==> src/rtl/otter_fetch_pkg.sv <==
// Shared types and constants for the OTTER instruction-fetch front end.
package otter_fetch_pkg;

    localparam int XLEN_DEF    = 32;
    localparam int INSTR_BYTES = 4;
    localparam logic [31:0] NOP_INSTR = 32'h0000_0013;

    typedef struct packed {
        logic [31:0] pc;
        logic [31:0] instr;
    } fetch_entry_t;

endpackage

==> src/rtl/otter_fetch_queue_if.sv <==
// Bundle of program-counter, instruction-memory, redirect and decode signals seen by the fetch queue.
interface otter_fetch_queue_if
    import otter_fetch_pkg::*;
#(
    parameter int XLEN  = XLEN_DEF,
    parameter int DEPTH = 4
);
    logic [XLEN-1:0]              FQ_PC;
    logic                         FQ_PC_LD;
    logic [XLEN-1:0]              FQ_PC_DIN;
    logic                         FQ_MEM_RDEN;
    logic [XLEN-1:0]              FQ_MEM_DOUT;
    logic                         FQ_REDIR;
    logic [XLEN-1:0]              FQ_REDIR_ADDR;
    logic                         FQ_OUT_VALID;
    logic                         FQ_OUT_READY;
    logic [XLEN-1:0]              FQ_OUT_INSTR;
    logic [XLEN-1:0]              FQ_OUT_PC;
    logic [$clog2(DEPTH+1)-1:0]   FQ_COUNT;

    // The fetch queue is the controlling end.
    modport master (
        input  FQ_PC, FQ_MEM_DOUT, FQ_REDIR, FQ_REDIR_ADDR, FQ_OUT_READY,
        output FQ_PC_LD, FQ_PC_DIN, FQ_MEM_RDEN, FQ_OUT_VALID, FQ_OUT_INSTR, FQ_OUT_PC, FQ_COUNT
    );

    modport slave (
        output FQ_PC, FQ_MEM_DOUT, FQ_REDIR, FQ_REDIR_ADDR, FQ_OUT_READY,
        input  FQ_PC_LD, FQ_PC_DIN, FQ_MEM_RDEN, FQ_OUT_VALID, FQ_OUT_INSTR, FQ_OUT_PC, FQ_COUNT
    );

endinterface

==> src/rtl/otter_fetch_fifo.sv <==
// Circular buffer of fetch entries with push, pop, flush and occupancy count.
module otter_fetch_fifo
    import otter_fetch_pkg::*;
#(
    parameter int DEPTH = 4
) (
    input  logic                       clk,
    input  logic                       rst_n,
    input  logic                       push,
    input  fetch_entry_t               push_data,
    input  logic                       pop,
    input  logic                       flush,
    output fetch_entry_t               head,
    output logic [$clog2(DEPTH+1)-1:0] count
);
    localparam int PW = $clog2(DEPTH);
    localparam int CW = $clog2(DEPTH + 1);

    fetch_entry_t    mem_q [DEPTH];
    fetch_entry_t    mem_d [DEPTH];
    logic [PW-1:0]   wr_ptr_q, wr_ptr_d;
    logic [PW-1:0]   rd_ptr_q, rd_ptr_d;
    logic [CW-1:0]   count_q, count_d;
    logic            do_pop_s;

    // Next-state for storage, pointers and count; flush wins over push and pop.
    always_comb begin
        mem_d    = mem_q;
        wr_ptr_d = wr_ptr_q;
        rd_ptr_d = rd_ptr_q;
        count_d  = count_q;
        do_pop_s = pop && (count_q != {CW{1'b0}});
        if (flush) begin
            wr_ptr_d = {PW{1'b0}};
            rd_ptr_d = {PW{1'b0}};
            count_d  = {CW{1'b0}};
        end else begin
            if (push) begin
                mem_d[wr_ptr_q] = push_data;
                wr_ptr_d        = wr_ptr_q + PW'(1);
            end else begin
                wr_ptr_d = wr_ptr_q;
            end
            if (do_pop_s) begin
                rd_ptr_d = rd_ptr_q + PW'(1);
            end else begin
                rd_ptr_d = rd_ptr_q;
            end
            case ({push, do_pop_s})
                2'b10:   count_d = count_q + CW'(1);
                2'b01:   count_d = count_q - CW'(1);
                default: count_d = count_q;
            endcase
        end
    end

    // State registers, cleared asynchronously including storage.
    always_ff @(posedge clk or negedge rst_n) begin
        if (!rst_n) begin
            mem_q    <= '{default: '0};
            wr_ptr_q <= {PW{1'b0}};
            rd_ptr_q <= {PW{1'b0}};
            count_q  <= {CW{1'b0}};
        end else begin
            mem_q    <= mem_d;
            wr_ptr_q <= wr_ptr_d;
            rd_ptr_q <= rd_ptr_d;
            count_q  <= count_d;
        end
    end

    assign head  = mem_q[rd_ptr_q];
    assign count = count_q;

    otter_fetch_fifo_chk #(.DEPTH(DEPTH)) u_chk (
        .clk   (clk),
        .rst_n (rst_n),
        .push  (push),
        .count (count_q)
    );

endmodule

==> src/rtl/otter_fetch_fifo_chk.sv <==
// Simulation checks for the fetch FIFO.
module otter_fetch_fifo_chk #(
    parameter int DEPTH = 4
) (
    input  logic                       clk,
    input  logic                       rst_n,
    input  logic                       push,
    input  logic [$clog2(DEPTH+1)-1:0] count
);
    localparam int CW = $clog2(DEPTH + 1);

    // A push into a full queue would overwrite the head entry.
    a_no_overflow: assert property (@(posedge clk) disable iff (!rst_n) !(push && (count == CW'(DEPTH))))
        else $error("fetch fifo overflow");

endmodule

==> src/rtl/otter_fetch_queue.sv <==
// OTTER fetch front end: drives the program counter, issues memory reads and queues returned words for decode.
module otter_fetch_queue
    import otter_fetch_pkg::*;
#(
    parameter int DEPTH = 4,
    parameter int XLEN  = XLEN_DEF
) (
    input  logic                FQ_CLK,
    input  logic                FQ_RST_N,
    otter_fetch_queue_if.master bus
);
    localparam int CW = $clog2(DEPTH + 1);

    logic            pend_vld_q, pend_vld_d;
    logic [XLEN-1:0] pend_pc_q, pend_pc_d;
    logic            issue_s, push_s, pop_s, out_valid_s;
    logic [CW-1:0]   count_s;
    logic [CW:0]     occ_s;
    fetch_entry_t    head_s, push_data_s;

    // Issue only when the in-flight read is guaranteed a slot; a same-cycle pop is ignored.
    always_comb begin
        occ_s       = {1'b0, count_s} + {{CW{1'b0}}, pend_vld_q};
        out_valid_s = FQ_RST_N && (count_s != {CW{1'b0}}) && !bus.FQ_REDIR;
        issue_s     = FQ_RST_N && !bus.FQ_REDIR && (occ_s < (CW+1)'(DEPTH));
        pop_s       = out_valid_s && bus.FQ_OUT_READY;
        push_s      = pend_vld_q && !bus.FQ_REDIR;
        push_data_s = '{pc: pend_pc_q, instr: bus.FQ_MEM_DOUT};
    end

    // Pending-read next state; a redirect suppresses issue and so drops the in-flight word.
    always_comb begin
        pend_vld_d = issue_s;
        if (issue_s) begin
            pend_pc_d = bus.FQ_PC;
        end else begin
            pend_pc_d = pend_pc_q;
        end
    end

    // Pending-read register.
    always_ff @(posedge FQ_CLK or negedge FQ_RST_N) begin
        if (!FQ_RST_N) begin
            pend_vld_q <= 1'b0;
            pend_pc_q  <= {XLEN{1'b0}};
        end else begin
            pend_vld_q <= pend_vld_d;
            pend_pc_q  <= pend_pc_d;
        end
    end

    otter_fetch_fifo #(.DEPTH(DEPTH)) u_fifo (
        .clk       (FQ_CLK),
        .rst_n     (FQ_RST_N),
        .push      (push_s),
        .push_data (push_data_s),
        .pop       (pop_s),
        .flush     (bus.FQ_REDIR),
        .head      (head_s),
        .count     (count_s)
    );

    // Counter control and decode-side outputs; everything is held at zero during reset.
    always_comb begin
        if (FQ_RST_N && bus.FQ_REDIR) begin
            bus.FQ_PC_LD    = 1'b1;
            bus.FQ_PC_DIN   = {bus.FQ_REDIR_ADDR[XLEN-1:2], 2'b00};
            bus.FQ_MEM_RDEN = 1'b0;
        end else if (issue_s) begin
            bus.FQ_PC_LD    = 1'b1;
            bus.FQ_PC_DIN   = bus.FQ_PC + XLEN'(INSTR_BYTES);
            bus.FQ_MEM_RDEN = 1'b1;
        end else begin
            bus.FQ_PC_LD    = 1'b0;
            bus.FQ_PC_DIN   = {XLEN{1'b0}};
            bus.FQ_MEM_RDEN = 1'b0;
        end
        bus.FQ_OUT_VALID = out_valid_s;
        bus.FQ_OUT_INSTR = head_s.instr;
        bus.FQ_OUT_PC    = head_s.pc;
        bus.FQ_COUNT     = count_s;
    end

endmodule

==> src/flat_wrapper.sv <==
// flat-port wrapper written by rule: the top's interface ports become plain ports
module otter_fetch_queue_flat import otter_fetch_pkg::*;
#(
    parameter int DEPTH = 4,
    parameter int XLEN  = XLEN_DEF
)
  (FQ_CLK, FQ_RST_N, bus_FQ_PC, bus_FQ_MEM_DOUT, bus_FQ_REDIR, bus_FQ_REDIR_ADDR, bus_FQ_OUT_READY, bus_FQ_PC_LD, bus_FQ_PC_DIN, bus_FQ_MEM_RDEN, bus_FQ_OUT_VALID, bus_FQ_OUT_INSTR, bus_FQ_OUT_PC, bus_FQ_COUNT);
  otter_fetch_queue_if #(.XLEN(XLEN), .DEPTH(DEPTH)) bus_i ();
  input  logic FQ_CLK;
  input  logic FQ_RST_N;
  input wire logic [$bits(bus_i.FQ_PC)-1:0] bus_FQ_PC;
  input wire logic [$bits(bus_i.FQ_MEM_DOUT)-1:0] bus_FQ_MEM_DOUT;
  input wire logic [$bits(bus_i.FQ_REDIR)-1:0] bus_FQ_REDIR;
  input wire logic [$bits(bus_i.FQ_REDIR_ADDR)-1:0] bus_FQ_REDIR_ADDR;
  input wire logic [$bits(bus_i.FQ_OUT_READY)-1:0] bus_FQ_OUT_READY;
  output wire logic [$bits(bus_i.FQ_PC_LD)-1:0] bus_FQ_PC_LD;
  output wire logic [$bits(bus_i.FQ_PC_DIN)-1:0] bus_FQ_PC_DIN;
  output wire logic [$bits(bus_i.FQ_MEM_RDEN)-1:0] bus_FQ_MEM_RDEN;
  output wire logic [$bits(bus_i.FQ_OUT_VALID)-1:0] bus_FQ_OUT_VALID;
  output wire logic [$bits(bus_i.FQ_OUT_INSTR)-1:0] bus_FQ_OUT_INSTR;
  output wire logic [$bits(bus_i.FQ_OUT_PC)-1:0] bus_FQ_OUT_PC;
  output wire logic [$bits(bus_i.FQ_COUNT)-1:0] bus_FQ_COUNT;
  assign bus_i.FQ_PC = bus_FQ_PC;
  assign bus_i.FQ_MEM_DOUT = bus_FQ_MEM_DOUT;
  assign bus_i.FQ_REDIR = bus_FQ_REDIR;
  assign bus_i.FQ_REDIR_ADDR = bus_FQ_REDIR_ADDR;
  assign bus_i.FQ_OUT_READY = bus_FQ_OUT_READY;
  assign bus_FQ_PC_LD = bus_i.FQ_PC_LD;
  assign bus_FQ_PC_DIN = bus_i.FQ_PC_DIN;
  assign bus_FQ_MEM_RDEN = bus_i.FQ_MEM_RDEN;
  assign bus_FQ_OUT_VALID = bus_i.FQ_OUT_VALID;
  assign bus_FQ_OUT_INSTR = bus_i.FQ_OUT_INSTR;
  assign bus_FQ_OUT_PC = bus_i.FQ_OUT_PC;
  assign bus_FQ_COUNT = bus_i.FQ_COUNT;
  otter_fetch_queue #(.DEPTH(DEPTH), .XLEN(XLEN)) u_core (.FQ_CLK(FQ_CLK), .FQ_RST_N(FQ_RST_N), .bus(bus_i));
endmodule
==> config.mk <==
export PLATFORM = sky130hd
export DESIGN_NAME = otter_fetch_queue_flat
export DESIGN_NICKNAME = d
export VERILOG_FILES = /design/src/rtl/otter_fetch_pkg.sv /design/src/rtl/otter_fetch_queue_if.sv /design/src/rtl/otter_fetch_fifo.sv /design/src/rtl/otter_fetch_fifo_chk.sv /design/src/rtl/otter_fetch_queue.sv /design/src/flat_wrapper.sv
export SDC_FILE = /design/constraint.sdc
export NUM_CORES = 1
export LEC_CHECK = 0
export CORE_MARGIN = 4
export CORE_UTILIZATION = 45
export CTS_BUF_LIST = sky130_fd_sc_hd__clkbuf_16
export CTS_CLUSTER_SIZE = 10
export DETAILED_ROUTE_END_ITERATION = 8
export DONT_BUFFER_PORTS = 1
export SLEW_MARGIN = 10
export SYNTH_ARGS = -nofsm -noshare
export SYNTH_HDL_FRONTEND = slang
export SYNTH_SLANG_ARGS = --single-unit
==> constraint.sdc <==
create_clock -name FQ_CLK -period 5.3 [get_ports FQ_CLK]
set_clock_uncertainty 0.1 [all_clocks]
set_input_delay 0.795 -clock FQ_CLK [delete_from_list [all_inputs] [get_ports FQ_CLK]]
set_output_delay 0.795 -clock FQ_CLK [all_outputs]
set_load 0.01 [all_outputs]
==> impl_metrics.ini, run 1 <==
[finish]
syn2layout_area_growth_pct = 9.445
multi_input_area_sq_mm = 0.005961
seq_area_sq_mm = 0.007415
antennaDiodeCount = 0
drive_above_1_share = 0.3925
final_cells = 1353
fillers = 2607
fin_util = 0.5007
fin_nets = 1061

[sta]
fin_crit_sh = 0.7705
setup_violations = 0
fmax_mhz = 244.9
slew-limit-headroom = 0.2222
rsz0062_at_grt = no
tightest_slew_ns = 1.167
fin_crit_ns = 4.084
final_hold_viol_count = 145
finalSetupTns_ns = 0
hold_ws_ns = -0.1106
drv_slew = 0

[route]
wl_per_cell_microns = 22.86
drt-vias-per-instance = 5.854
antenna_left = 0
first_pass_iters = 4
drc = 0
vias = 7920
finalWirelength_microns = 30920
first_iter_violations = 336

[global_route]
grtUsageTotal = 0.1861
first_global_vias = 8541
grt.overflow.total = 0
grt_max_degree = 300
antenna_found_initial = 0
grt_pass1_wl_microns = 48920

[logic_synthesis]
synth_area_per_cell_sq_um = 13.97
yosysWarnings = 0
synthTopCellsByArea = dfrtp_1, mux2_2, mux4_2
synth.distinct_cells = 42
synth_area_leader_cell = dfrtp_1
synth_ff_type = dfrtp_1
syn_area_sq_mm = 0.01363
syn_nets = 1082
syn_inst = 976
yosysTopAreaCellShare = 0.5434
async_flop_share = 1.000
ys_seq_elements = 296
synth_edf_count = 0
seq_area_frac_synth = 0.5434

[clock_network]
clock_sinks = 296
path_clk_slew_ns = 0.05
cts_resized = 0
cts_inserted_buffers = 36
clockBufferDepth = 3
htreeDepth = 2
cts_tree = built
cts-root-buf = clkbuf_16
insertion_delay_ns = 0.51
cts_setup_buffers = 0

[floorplanning]
die_y_microns = 182.1
dieArea_sq_mm = 0.03314
start_util = 0.4575
ioPinCount = 202
fp.dieW_microns = 182.1
fp.coreArea_sq_mm = 0.02980
rows = 63

[pwr]
powerDensity_mw_per_mm2 = 400.1
finalPower_uw = 5969
vdd_ir_drop_max_mv = 0.2289
p_leak_uw = 0.006818

[critical_path]
cp_max_fo = 299
end_kind = output port
reg2reg_from = u_core.u_fifo.count[2]$_DFFE_PN0P_
arrival_ns = 3.19
critical_path_required_ns = 4.41
critPathLaunch = FQ_RST_N
crit_type = in -> out
cp-start-kind = primary input

[placed_design]
place_inst = 1307
dpl.hpwl_microns = 18520
portBuffers = 0
gp_congestion = 0.8241

[hold_path]
hold_class = in -> async

[outcome]
violations = negative hold slack
status = complete, but fails checks

[flow_run]
drv_cap = 0
[synth_stat cells (2+ instances only)]
| cell type | instances |
|---|---|
| dfrtp_1 | 296 |
| mux2_2 | 258 |
| nand2_1 | 127 |
| mux4_2 | 64 |
| clkbuf_1 | 42 |
| nand3_1 | 17 |
| nor2_1 | 16 |
| o21ai_0 | 16 |
| buf_2 | 13 |
| nand4_1 | 11 |
| o211ai_1 | 11 |
| or4_1 | 10 |
| xor2_1 | 9 |
| nor3_1 | 8 |
| xnor2_1 | 8 |
| inv_1 | 7 |
| buf_1 | 6 |
| and2_1 | 5 |
| and4_1 | 5 |
| ha_1 | 5 |
| or3_1 | 5 |
| nor4_1 | 4 |
| o311ai_0 | 4 |
| mux2i_1 | 3 |
| nor2b_1 | 3 |
| or4b_1 | 3 |
| a21o_1 | 2 |
| and3_1 | 2 |
| buf_6 | 2 |
| nand2b_1 | 2 |
[flip-flops by register name, indices dropped and copies added (netlist names)]
name	flops
u_core.u_fifo.wr_ptr_q	2
u_core.pend_pc_q	32
u_core.u_fifo.mem_q	256
u_core.u_fifo.rd_ptr_q	2
u_core.pend_vld_q	1
u_core.u_fifo.count	3
[where the power goes]
part	leakage (uW)	switching [uW]	internal, uW
clock network	0.000510	879	1270
registers	0.00386	242	2690
logic	0.00245	373	518
[metal layers]
metal | vias up | part of all wire | GRT usage
met1 | 4122 | 0.44 | 0.2482
met5 | - | 0 | 0
met4 | 0 | 0.023 | 0.05104
li1 | 3519 | - | -
met2 | 222 | 0.47 | 0.3053
met3 | 57 | 0.067 | 0.04784
[worst paths after layout]
check                                                         to  slack, ns  cells after the start
min reg2reg                  u_core.u_fifo.mem_q[90]$_DFFE_PN0P_       0.40                      1
max                                             bus_FQ_PC_DIN[3]       1.22                      5
max reg2reg                      u_core.pend_pc_q[0]$_DFFE_PN0P_       2.54                      6
max in group asynchronous   u_core.u_fifo.mem_q[249]$_DFFE_PN0P_       4.64                      0
min in group FQ_CLK        u_core.u_fifo.rd_ptr_q[1]$_DFFE_PN0P_       0.25                      1
min                         u_core.u_fifo.mem_q[204]$_DFFE_PN0P_      -0.11                      0
[area by class of cell]
class                           instances  share of cell area
Clock buffer                           38             0.06374
Sequential cell                       296              0.4970
Tap cell                              390             0.03271
Timing Repair Buffer                    4            0.002013
Multi-Input combinational cell        610              0.3995
Clock inverter                          8            0.003271
Inverter                                7            0.001761
[per-stage QoR]
stage	cell area, sq um	worst slack [ns]
finish	14920	1.216
global placement	13920	1.551
CTS	14920	1.342
floorplan	13630	2.011
global route	14920	1.250
detailed placement	13920	1.588
[placed cells by master, fill, tap and decap left out, types with 12 or more instances in the layout]
cell type    n
dfrtp_1    294
nand2_1    123
nor2_1      16
inv_1       12
mux2_2     258
mux4_2      64
nand3_1     17
o21ai_0     16
clkbuf_16   38
[critical path: stages]
cell and delay [ns]:
or3b_1 0.54, or2_2 0.33, inv_1 0.57, buf_4 0.36
a22o_1 0.26
[cell families (layout without fill, tap and decap cells)]
group,Yosys count,count (layout),share of synthesized area
xor gates and xnor gates,17,17,0.01092
buffers and inverters,70,57,0.02157
AOI/OAI and AO/OA,37,37,0.01845
adders and majority gates,6,6,0.006058
DFF,296,296,0.5434
and+or+nand+nor,225,225,0.07857
muxes,325,325,0.3211
No activity file was read; power rests on OpenSTA's default activity.
==> run 2, diff against run 1 <==
==> constraint.sdc (replaced) <==
create_clock -name FQ_CLK -period 3.45 [get_ports FQ_CLK]
set_clock_uncertainty 0.1 [all_clocks]
set_input_delay 0.5175 -clock FQ_CLK [delete_from_list [all_inputs] [get_ports FQ_CLK]]
set_output_delay 0.5175 -clock FQ_CLK [all_outputs]
set_load 0.01 [all_outputs]
==> impl_metrics.ini, run 2 (synthesis gave the netlist of run 1 again) <==
[critical_path]
reg2reg_depth = 8
crit_type = reg -> out
critical_path_required_ns = 2.83
end_kind = output port
critPathCapture = bus_FQ_PC_DIN[27]
reg2reg_from = u_core.u_fifo.count[2]$_DFFE_PN0P_
rr_endpoint = u_core.u_fifo.count[2]$_DFFE_PN0P_
r2r_slack_ns = 0.98
arrival_ns = 2.58
critPathLaunch = u_core.u_fifo.count[2]$_DFFE_PN0P_
cp_max_fo = 7
cp-start-kind = flop

[finish]
largest_reg_flops = 256
layout_commonest_cell = dfrtp_1
seq_area_sq_mm = 0.007415
finish.instance_area_sq_mm = 0.01515
antennaDiodeCount = 0
fillers = 2618
multi_input_area_sq_mm = 0.005963
fin_nets = 1084
drive_above_1_share = 0.4038
final_cells = 1378
top_register = u_core.u_fifo.mem_q
syn2layout_area_growth_pct = 11.14
final_cell_mix = dfrtp_1, mux2_2, nand2_1

[clock_network]
clock_sinks = 296
htreeDepth = 2
clockBufferDepth = 3
insertion_delay_ns = 0.49
cts_tree = built
cts-root-buf = clkbuf_16
ctsHoldBuffers = 1
cts_inserted_buffers = 36
path_clk_slew_ns = 0.05

[sta]
final_hold_viol_count = 296
setup_violations = 0
hold_ws_ns = -0.3909
fmax_mhz = 312.7
drv_slew = 0
rsz0062_at_grt = no
fin_crit_sh = 0.9268
setup_ws_ns = 0.2525
finalSetupTns_ns = 0
tightest_slew_ns = 0.6865
slew-limit-headroom = 0.5424
fin_crit_ns = 3.198

[placed_design]
dpl.hpwl_microns = 19790
placed_area_sq_mm = 0.01416
gp_congestion = 0.8197
post-place-ws_ns = 0.4634
place_inst = 1329
portBuffers = 0

[floorplanning]
die_y_microns = 182.1
start_util = 0.4575
fp.coreArea_sq_mm = 0.02980
ioPinCount = 202
dieArea_sq_mm = 0.03314
rows = 63
fp.dieW_microns = 182.1

[global_route]
first_global_vias = 8725
grtUsageTotal = 0.1899
grt_pass1_wl_microns = 50390
grt.overflow.total = 0
grt_max_degree = 300
antenna_found_initial = 0

[route]
drc = 0
vias = 8007
finalWirelength_microns = 31130
drt-vias-per-instance = 5.811
wl_per_cell_microns = 22.59
antenna_left = 0
first_iter_violations = 406
first_pass_iters = 4

[pwr]
vdd_ir_drop_max_mv = 0.3205
p_leak_uw = 0.006944
powerDensity_mw_per_mm2 = 602.6

[hold_path]
hold_class = in -> async

[outcome]
status = complete, but fails checks
violations = negative hold slack

[flow_run]
drv_cap = 0
[run 2: through the flow]
step / utilization / total power (uW)
floorplan: - / 5598
global placement: 0.4752 / 5912
detailed placement: 0.4752 / 5979
CTS: 0.5084 / 9282
global route: 0.5085 / 9606
finish: 0.5085 / 9130
[run 2: power by group]
part	switching [uW]	internal (uW)	total [uW]
registers	360	4130	4490
clock network	1330	1900	3230
logic	594	811	1410
total	2280	6850	9130
[run 2: worst max-delay path: stages (launching register included)]
cell	delay, ns
dfrtp_1	0.41
or3b_1	0.48
nor4_1	0.27
or4b_2	0.62
o211ai_1	0.14
buf_4	0.16
[run 2: area by class of cell]
| type | count | share of cell area |
|---|---|---|
| clock buffer | 37 | 0.06111 |
| tap | 390 | 0.03221 |
| inverter | 7 | 0.001734 |
| timing repair buffer | 27 | 0.01850 |
| sequential | 296 | 0.4894 |
| multi-input combinational | 610 | 0.3936 |
| clock inverter | 11 | 0.003468 |
[run 2: how the worst min path moves through the flow]
stage	startpoint	endpoint	slack (ns)	cells after the start
5_1_grt	FQ_RST_N	u_core.u_fifo.mem_q[204]$_DFFE_PN0P_	-0.42	0
2_1_floorplan	FQ_RST_N	u_core.pend_pc_q[0]$_DFFE_PN0P_	0.12	0
6_report	FQ_RST_N	u_core.u_fifo.mem_q[140]$_DFFE_PN0P_	-0.39	0
4_1_cts	FQ_RST_N	u_core.u_fifo.mem_q[140]$_DFFE_PN0P_	-0.41	0
3_5_place_dp	FQ_RST_N	u_core.u_fifo.mem_q[140]$_DFFE_PN0P_	0.13	0
3_3_place_gp	FQ_RST_N	u_core.u_fifo.mem_q[204]$_DFFE_PN0P_	0.13	0
[run 2: what timing repair did]
item,4_1_cts,5_1_grt
resized for setup,0,1
endpoints found under the setup margin,0,1
setup buffers,0,0
hold endpoints to repair,300,296
[run 2: layer usage]
layer | wire (microns) | global-route usage | vias to the layer above
li1 | - | - | 3569
met1 | 13590 | 0.2583 | 4178
met2 | 14940 | 0.3102 | 214
met3 | 2086 | 0.05043 | 46
met4 | 511 | 0.04053 | 0
met5 | 0 | 0 | -
